`src/rtl/sig_force_pkg.sv`:
```
// Shared types and constants for the multi-channel force/release override unit.
package sig_force_pkg;

  typedef enum logic {PASS, FORCED} force_st_t;

  // A force length equal to this value holds the channel until an explicit release
  localparam int unsigned STICKY_LEN = '0;

endpackage

```
`src/rtl/force_chan.sv`:
```
// One override channel: registered pass-through unless a captured value is being forced.
module force_chan
  import sig_force_pkg::*;
#(
  parameter int WIDTH = 4,
  parameter int CNT_W = 8
) (
  input  logic             clk,
  input  logic             rst,
  input  logic [WIDTH-1:0] din,
  input  logic             force_req,
  input  logic [WIDTH-1:0] force_val,
  input  logic [CNT_W-1:0] force_len,
  input  logic             release_req,
  output logic [WIDTH-1:0] dout,
  output logic             forced,
  output logic             released
);

  force_st_t        state, state_nxt;
  logic [WIDTH-1:0] hold, hold_nxt;
  logic [WIDTH-1:0] dout_q, dout_nxt;
  logic [CNT_W-1:0] cnt, cnt_nxt;
  logic             sticky, sticky_nxt;
  logic             released_q, released_nxt;
  logic             load;

  always_ff @(posedge clk) begin
    if (rst) state <= PASS;
    else     state <= state_nxt;
  end

  // Release wins over a same-cycle force; expiry only applies to timed forces
  always_comb begin
    state_nxt = state;
    if (release_req)
      state_nxt = PASS;
    else if (force_req)
      state_nxt = FORCED;
    else if (state == FORCED && !sticky && cnt == CNT_W'(1))
      state_nxt = PASS;
  end

  always_comb begin
    load         = force_req && !release_req;
    hold_nxt     = hold;
    cnt_nxt      = cnt;
    sticky_nxt   = sticky;
    if (load) begin
      hold_nxt   = force_val;
      cnt_nxt    = force_len;
      sticky_nxt = (force_len == CNT_W'(STICKY_LEN));
    end else if (state == FORCED && state_nxt == FORCED && !sticky) begin
      cnt_nxt    = cnt - CNT_W'(1);
    end
    dout_nxt     = (state_nxt == FORCED) ? hold_nxt : din;
    released_nxt = (state == FORCED) && (state_nxt == PASS);
  end

  always_ff @(posedge clk) begin
    if (rst) begin
      hold       <= '0;
      cnt        <= '0;
      sticky     <= 1'b0;
      dout_q     <= '0;
      released_q <= 1'b0;
    end else begin
      hold       <= hold_nxt;
      cnt        <= cnt_nxt;
      sticky     <= sticky_nxt;
      dout_q     <= dout_nxt;
      released_q <= released_nxt;
    end
  end

  assign dout     = dout_q;
  assign forced   = (state == FORCED);
  assign released = released_q;

endmodule

```
`src/rtl/sig_force_release.sv`:
```
// Multi-channel override unit: fans the shared force controls out to independent channels.
module sig_force_release
  import sig_force_pkg::*;
#(
  parameter int WIDTH    = 4,
  parameter int CHANNELS = 4,
  parameter int CNT_W    = 8
) (
  input  logic                      clk,
  input  logic                      rst,
  input  logic [CHANNELS*WIDTH-1:0] din,
  input  logic [CHANNELS-1:0]       force_req,
  input  logic [WIDTH-1:0]          force_val,
  input  logic [CNT_W-1:0]          force_len,
  input  logic [CHANNELS-1:0]       release_req,
  output logic [CHANNELS*WIDTH-1:0] dout,
  output logic [CHANNELS-1:0]       forced,
  output logic [CHANNELS-1:0]       released
);

  for (genvar g = 0; g < CHANNELS; g++) begin : g_chan
    force_chan #(
      .WIDTH(WIDTH),
      .CNT_W(CNT_W)
    ) u_chan (
      .clk        (clk),
      .rst        (rst),
      .din        (din[g*WIDTH +: WIDTH]),
      .force_req  (force_req[g]),
      .force_val  (force_val),
      .force_len  (force_len),
      .release_req(release_req[g]),
      .dout       (dout[g*WIDTH +: WIDTH]),
      .forced     (forced[g]),
      .released   (released[g])
    );
  end

endmodule

```
`config.mk`:
```
export PLATFORM = sky130hd
export DESIGN_NAME = sig_force_release
export DESIGN_NICKNAME = d
export VERILOG_FILES = /design/src/rtl/sig_force_pkg.sv /design/src/rtl/force_chan.sv /design/src/rtl/sig_force_release.sv
export SDC_FILE = /design/constraint.sdc
export NUM_CORES = 1
export LEC_CHECK = 0
export ABC_CLOCK_PERIOD_IN_PS = 2070
export BUFFER_PORTS_ARGS = -buffer_cell sky130_fd_sc_hd__buf_2
export CAP_MARGIN = 25
export CELL_PAD_IN_SITES_DETAIL_PLACEMENT = 1
export CELL_PAD_IN_SITES_GLOBAL_PLACEMENT = 1
export CORE_ASPECT_RATIO = 1.1
export CORE_MARGIN = 5
export CORE_UTILIZATION = 42
export DETAILED_ROUTE_END_ITERATION = 6
export PLACE_DENSITY_LB_ADDON = 0.1
export REMOVE_ABC_BUFFERS = 1
export SYNTH_ARGS = -nofsm -noshare
export SYNTH_HDL_FRONTEND = slang
export SYNTH_SLANG_ARGS = --single-unit
export TNS_END_PERCENT = 10
```
`constraint.sdc`:
```
create_clock -name clk -period 2.07 [get_ports clk]
set_input_delay 0.414 -clock clk [delete_from_list [all_inputs] [get_ports clk]]
set_output_delay 0.414 -clock clk [all_outputs]
set_load 0.01 [all_outputs]
```
* Yosys cells after proc, flatten, opt, wreduce, memory -nomap -nowiden
Cells that the tools add are included.
** Word-level totals
- Register bits after elaboration :: 76
- Logic and storage cells :: 101
** Cells by class
- Equality and inequality tests :: 4
- Mux-type cells :: 28
- $add $sub $neg :: 4
- Bitwise gates (word level) :: 4
- Reductions and logical operators :: 37
** Operators with widths (count)
- $mux 8 :: 8
- $eq 8x1->1 const B :: 4
- $mux 4 :: 8
- $sub 8x1->8 const B :: 4
- $logic_and 1x1->1 :: 24
- $mux 1 :: 12
- $logic_not 1->1 :: 8
- $logic_not 8->1 :: 1
- $reduce_bool 2->1 :: 4
- $not 1->1 :: 4

* Depth between registers and ports, before layout
- Depth after elaboration :: 10
- Depth in mapped cells :: 6
- Mapped depth without buffers :: 6

* Modules after synthesis
Synthesis repeated with hierarchy kept, for this count alone.
** Unflattened totals
- Cell total of the unflattened synthesis :: 456
- Area, all modules :: 3933.8 µm²
** By module, submodules not included
- force_chan :: cells an instance 114, sequential area each 380.4 µm², times used 4, area each 983.4 µm²

* Least setup slack after synthesis
OpenSTA, ideal clock, no wires.
- Kind :: register to register
- Start :: register g_chan[0].u_chan.cnt[0]
- End :: register g_chan[0].u_chan.dout_q[0]
- Setup time :: 121 ps
- Arrival :: 1744 ps
- Setup slack :: 206 ps
- Cell stages (with the launch flop) :: 6
- Data required time :: 1949 ps
- Period minus slack after synthesis :: 1864 ps
- Cell sequence :: dfxtp_1 -> ha_1 -> nor4b_2 -> nand2_1 -> a31oi_2 -> mux2_2
** Between the ends
- Longest elaborated chain between the ends :: 6
** RTL lines
- from (decl) :: RTL line force_chan.sv:23 : logic [CNT_W-1:0] cnt, cnt_nxt;
- from (signal assigned) :: RTL line force_chan.sv:69 : cnt <= cnt_nxt;
- $eq 8x1->1 :: RTL line force_chan.sv:40 : else if (state == FORCED && !sticky && cnt == CNT_W'(1))
- $logic_and 1x1->1 :: RTL line force_chan.sv:40
- $mux 1 :: RTL line force_chan.sv:40
- $mux 1 :: RTL line force_chan.sv:38 : else if (force_req)
- $mux 1 :: RTL line force_chan.sv:36 : if (release_req)
- $mux 4 :: RTL line force_chan.sv:56 : dout_nxt = (state_nxt == FORCED) ? hold_nxt : din;
- to (signal assigned) :: RTL line force_chan.sv:71 : dout_q <= dout_nxt;
- to (decl) :: RTL line force_chan.sv:22 : logic [WIDTH-1:0] dout_q, dout_nxt;
Every way passes these cells.
A chain may end at the register's enable or synchronous reset.

* Worst setup path after layout
- Start :: register g_chan[1].u_chan.cnt[1]
- End :: register g_chan[1].u_chan.cnt[4]
** Between the ends
- Longest elaborated chain between the ends :: 8
- Elaborated cells on any way between the ends :: 11
- Those cells by class :: add/sub: 1; eq/ne: 1; mux: 5; reduce/logical: 4
** RTL lines
- from (decl) :: RTL line force_chan.sv:23
- from (signal assigned) :: RTL line force_chan.sv:69
- $eq 8x1->1 :: RTL line force_chan.sv:40
- $logic_and 1x1->1 :: RTL line force_chan.sv:40
- $mux 1 :: RTL line force_chan.sv:40
- $mux 1 :: RTL line force_chan.sv:38
- $mux 1 :: RTL line force_chan.sv:36
- $logic_and 1x1->1 (2 in series) :: RTL line force_chan.sv:53 : end else if (state == FORCED && state_nxt == FORCED && !sticky) begin
- $reduce_bool 2->1 (no line)
Parallel ways exist; a longest one is shown, timed or not. The select of a mux whose other input is x is not followed.

==> results.txt <==
* Via/cell ratio: 5.579
* Total Power: 3402 uW
- In the final routed layout, each cell accounts on average for 18.43 um.
- The initial antenna violation count is 0.
* Final design utilization: 0.5078
- Of the cells placed in the final design, the portion with a size suffix greater than 1 is 0.2495.
* Antenna diode count: 0
- Count of max-cap constraint violations: 0
- Shortest period the worst path allows: ~1.9 ns
- Yosys mapped a number of flops with a built-in enable equal to 0.
* Dominant synthesized flop cell: sky130_fd_sc_hd__dfxtp_1
* Leading cell types in the layout, fill and taps excluded: 76 x sky130_fd_sc_hd__dfxtp_1, 61 x sky130_fd_sc_hd__buf_2, 59 x sky130_fd_sc_hd__nand2_1
- Distinct cells, synth: 50
* Clock tree from TritonCTS: built
- The number of placed instances, taps included, is between 600 and 700.
- Clock latency on the worst-skew pair, taken at its later pin, is 0.35 ns.
- For this block, the routed nets add up to 11490 um of wire.
* FF/Latch Area: 1521 um^2
- In this run the worst hold path is classified as primary input to register.
- Sort of element at the end of the critical path: register
* Net count, final: 550
- Slew margin rel.: 0.5981
- Entering global routing, the biggest net connects 30 pins.
- Site Rows: 36
- The worst setup path is of the register to register kind.
* Number of antenna-violating nets in the routed design: 0
* Layout fillers: about 1100
* Detailed placement HPWL: roughly 8300 um
* Final-layout setup total negative slack: 0 ns
- The core region is 8874 um^2.
* Iteration-0 DRC Markers: between 150 and 200
* Signal arrival time at the worst endpoint: 2.18 ns
- For this run, the detailed router's first-pass iteration total came to 4.
- Final Hold Viols: 0
- Area of the die: 11100 um^2
* Synth-to-Final Area Change: 17.99%
- TritonCTS buffer count: 9
- Pin placement for this block handled slightly above 60 I/O pins.
- Die width: 100.9 um
- Global-route wire length before repair: 18740 um
* Largest driver fanout on the critical path: 4
- Syn avg cell area: slightly below 9 um^2
* Number of H-tree levels: 3
- Static timing analysis puts the maximum clock frequency at roughly 520 MHz.
- Of the synthesized area, sequential elements account for 0.3984.
- Root buffer selected by CTS: sky130_fd_sc_hd__clkbuf_8
* Global-route usage over all layers: 0.2182
* Async SR Flop Fraction: 0
- Leaving out fill and tap cells, the most frequent cell in the layout is sky130_fd_sc_hd__dfxtp_1.
- After clock tree synthesis, the clock-pin slew on the worst setup and hold paths is 0.08 ns.
* Register bit total from synthesis: between 70 and 80
* Unrepaired setup endpoints after global routing: no
- Summing all multi-input logic gate instances after layout gives 2095 um^2.
* Final max-slew violation count: 0
- Synthesis produced a netlist whose cell count is 439.
* Starting Density: 0.4303
- Startpoint kind of the worst setup timing path: register
- Detailed routing inserted a total of roughly 3500 vias.
- Dividing the final minimum period by the clock period gives 0.9268.
* Final weighted congestion in routability-driven placement: 0.9060
- PD cells: around 760 nW/um^2
- Drc violations: 0
- Vertical extent of the die: 110.0 um
- IR analysis of the VDD net gives a maximum drop of approximately 390 uV.
- Buffers placed on the I/O ports in this run total 61.
* Final setup violating endpoints: 0
* Non-filler instance count after layout: 623
- Cell area after technology mapping: about 3800 um^2
- The via count of the first global-routing pass was roughly 3800.
* Skew final: 0.009764 ns
* Result of the run: finished clean
- For the pin with the worst max-slew slack, the measured transition is approximately 0.6 ns.
- STA puts the critical path data required time at around 2.3 ns.
- Standby leakage power: ~0.0018 uW
* Number of buffers on the longest clock path: 2
- Overflow after GRT: 0
* Clock sinks: 76
- During synthesis, Yosys emitted a total of 0 warnings.
cell families (layout without fill, tap and decap cells):
| kind of cell | Yosys count | in the layout | synth area share |
|---|---|---|---|
| buffers and inverters | 46 | 116 | 0.05308 |
| XOR/XNOR | 13 | 13 | 0.02982 |
| adder cells (fa/ha/maj) | 8 | 8 | 0.02621 |
| AO/OA/AOI/OAI | 87 | 87 | 0.1619 |
| multiplexers | 14 | 14 | 0.03932 |
| AND/OR/NAND/NOR | 195 | 195 | 0.2913 |
| flip-flops | 76 | 76 | 0.3984 |
report_power, final:
group          total (uW)  internal [uW]  switching, uW
Combinational         607            263            345
Sequential           1640           1550           84.2
Clock                1160            627            532
Total                3400           2440            960
worst paths after layout:
check | startpoint | endpoint | slack, ns | cells after the start
max reg2reg | g_chan[1].u_chan.cnt[1]$_SDFFE_PP0P_ | g_chan[1].u_chan.cnt[4]$_SDFFE_PP0P_ | 0.15 | 8
min reg2reg | g_chan[3].u_chan.hold[1]$_SDFF_PP0_ | g_chan[3].u_chan.hold[1]$_SDFF_PP0_ | 0.46 | 2
max | g_chan[1].u_chan.cnt[1]$_SDFFE_PP0P_ | g_chan[1].u_chan.cnt[4]$_SDFFE_PP0P_ | 0.15 | 8
min | din[11] | g_chan[2].u_chan.dout[3]$_SDFF_PP0_ | 0.34 | 3
routing by layer:
layer	up-vias	global-route usage	wire length (um)
li1	1710	-	-
met1	1672	0.2641	5292
met5	-	0	0
met3	20	0.03650	365
met2	74	0.3716	5513
met4	0	0.1140	315
synthesized netlist by cell type (2+ instances only):
| cell | number | area (um^2) |
|---|---|---|
| sky130_fd_sc_hd__a2111oi_2 | 2 | 30.03 |
| sky130_fd_sc_hd__a211oi_1 | 24 | 180.2 |
| sky130_fd_sc_hd__a21oi_1 | 25 | 125.1 |
| sky130_fd_sc_hd__a21oi_2 | 3 | 26.28 |
| sky130_fd_sc_hd__a311o_1 | 3 | 30.03 |
| sky130_fd_sc_hd__a31oi_1 | 13 | 81.33 |
| sky130_fd_sc_hd__a31oi_2 | 2 | 25.02 |
| sky130_fd_sc_hd__and3_1 | 2 | 12.51 |
| sky130_fd_sc_hd__and4_1 | 5 | 43.79 |
| sky130_fd_sc_hd__buf_4 | 8 | 60.06 |
| sky130_fd_sc_hd__clkbuf_1 | 21 | 78.83 |
| sky130_fd_sc_hd__dfxtp_1 | 76 | 1521 |
| sky130_fd_sc_hd__ha_1 | 8 | 100.1 |
| sky130_fd_sc_hd__inv_1 | 16 | 60.06 |
| sky130_fd_sc_hd__mux2_2 | 8 | 90.09 |
| sky130_fd_sc_hd__mux2i_1 | 6 | 60.06 |
| sky130_fd_sc_hd__nand2_1 | 59 | 221.5 |
| sky130_fd_sc_hd__nand2b_1 | 6 | 37.54 |
| sky130_fd_sc_hd__nand3_1 | 10 | 50.05 |
| sky130_fd_sc_hd__nand4_1 | 3 | 18.77 |
| sky130_fd_sc_hd__nor2_1 | 34 | 127.6 |
| sky130_fd_sc_hd__nor2b_1 | 11 | 68.82 |
| sky130_fd_sc_hd__nor3_1 | 12 | 60.06 |
| sky130_fd_sc_hd__nor3b_1 | 6 | 45.04 |
| sky130_fd_sc_hd__nor4_1 | 9 | 56.30 |
| sky130_fd_sc_hd__nor4_2 | 3 | 37.54 |
| sky130_fd_sc_hd__nor4_4 | 2 | 42.54 |
| sky130_fd_sc_hd__nor4b_1 | 4 | 35.03 |
| sky130_fd_sc_hd__nor4b_2 | 2 | 30.03 |
| sky130_fd_sc_hd__o2111ai_1 | 2 | 17.52 |
| sky130_fd_sc_hd__o211ai_1 | 2 | 15.01 |
| sky130_fd_sc_hd__o21ai_0 | 3 | 15.01 |
| sky130_fd_sc_hd__o311ai_0 | 2 | 17.52 |
| sky130_fd_sc_hd__o31ai_1 | 2 | 15.01 |
| sky130_fd_sc_hd__or2_2 | 3 | 18.77 |
| sky130_fd_sc_hd__or3_1 | 6 | 37.54 |
| sky130_fd_sc_hd__or3b_1 | 6 | 52.55 |
| sky130_fd_sc_hd__or4_1 | 7 | 52.55 |
| sky130_fd_sc_hd__xnor2_1 | 10 | 87.58 |
| sky130_fd_sc_hd__xor2_1 | 3 | 26.28 |
final cells by class:
type | instances | share of cell area
Multi-Input combinational cell | 317 | 0.4649
Sequential cell | 76 | 0.3377
Timing Repair Buffer | 84 | 0.1089
Clock buffer | 15 | 0.03693
Tap cell | 114 | 0.03166
Inverter | 16 | 0.01333
Clock inverter | 1 | 0.006665
metrics by stage:
step,setup WS [ns],hold slack [ns],instance area (um^2)
after CTS,0.05023,0.3263,4483
after global routing,0.04225,0.3348,4506
after floorplan,0.2058,0.4293,3676
after detailed placement,0.08831,0.4493,4287
final,0.1515,0.3388,4506
after global placement,0.1499,0.4443,4287
worst max-delay path: stages, from the launching register on:
cell and delay (ns):
sky130_fd_sc_hd__dfxtp_1 0.37, sky130_fd_sc_hd__inv_1 0.09, sky130_fd_sc_hd__ha_1 0.18, sky130_fd_sc_hd__nor4b_4 0.13, sky130_fd_sc_hd__buf_4 0.16, sky130_fd_sc_hd__buf_4 0.14
sky130_fd_sc_hd__a2111oi_2 0.42, sky130_fd_sc_hd__xnor2_1 0.11, sky130_fd_sc_hd__a211oi_1 0.24
sequential cells by signal, indices dropped and copies added (netlist names):
register and count:
g_chan.u_chan.cnt 32, g_chan.u_chan.dout 16, g_chan.u_chan.hold 16, g_chan.u_chan.forced 4
g_chan.u_chan.released 4, g_chan.u_chan.sticky 4
what timing repair did:
item / in CTS / in global routing
setup endpoints to repair: 0 / 4
hold buffers: 0 / 0
buffers inserted: 0 / 3
gates resized for setup: 0 / 0
(Power assumes the default switching activity.)
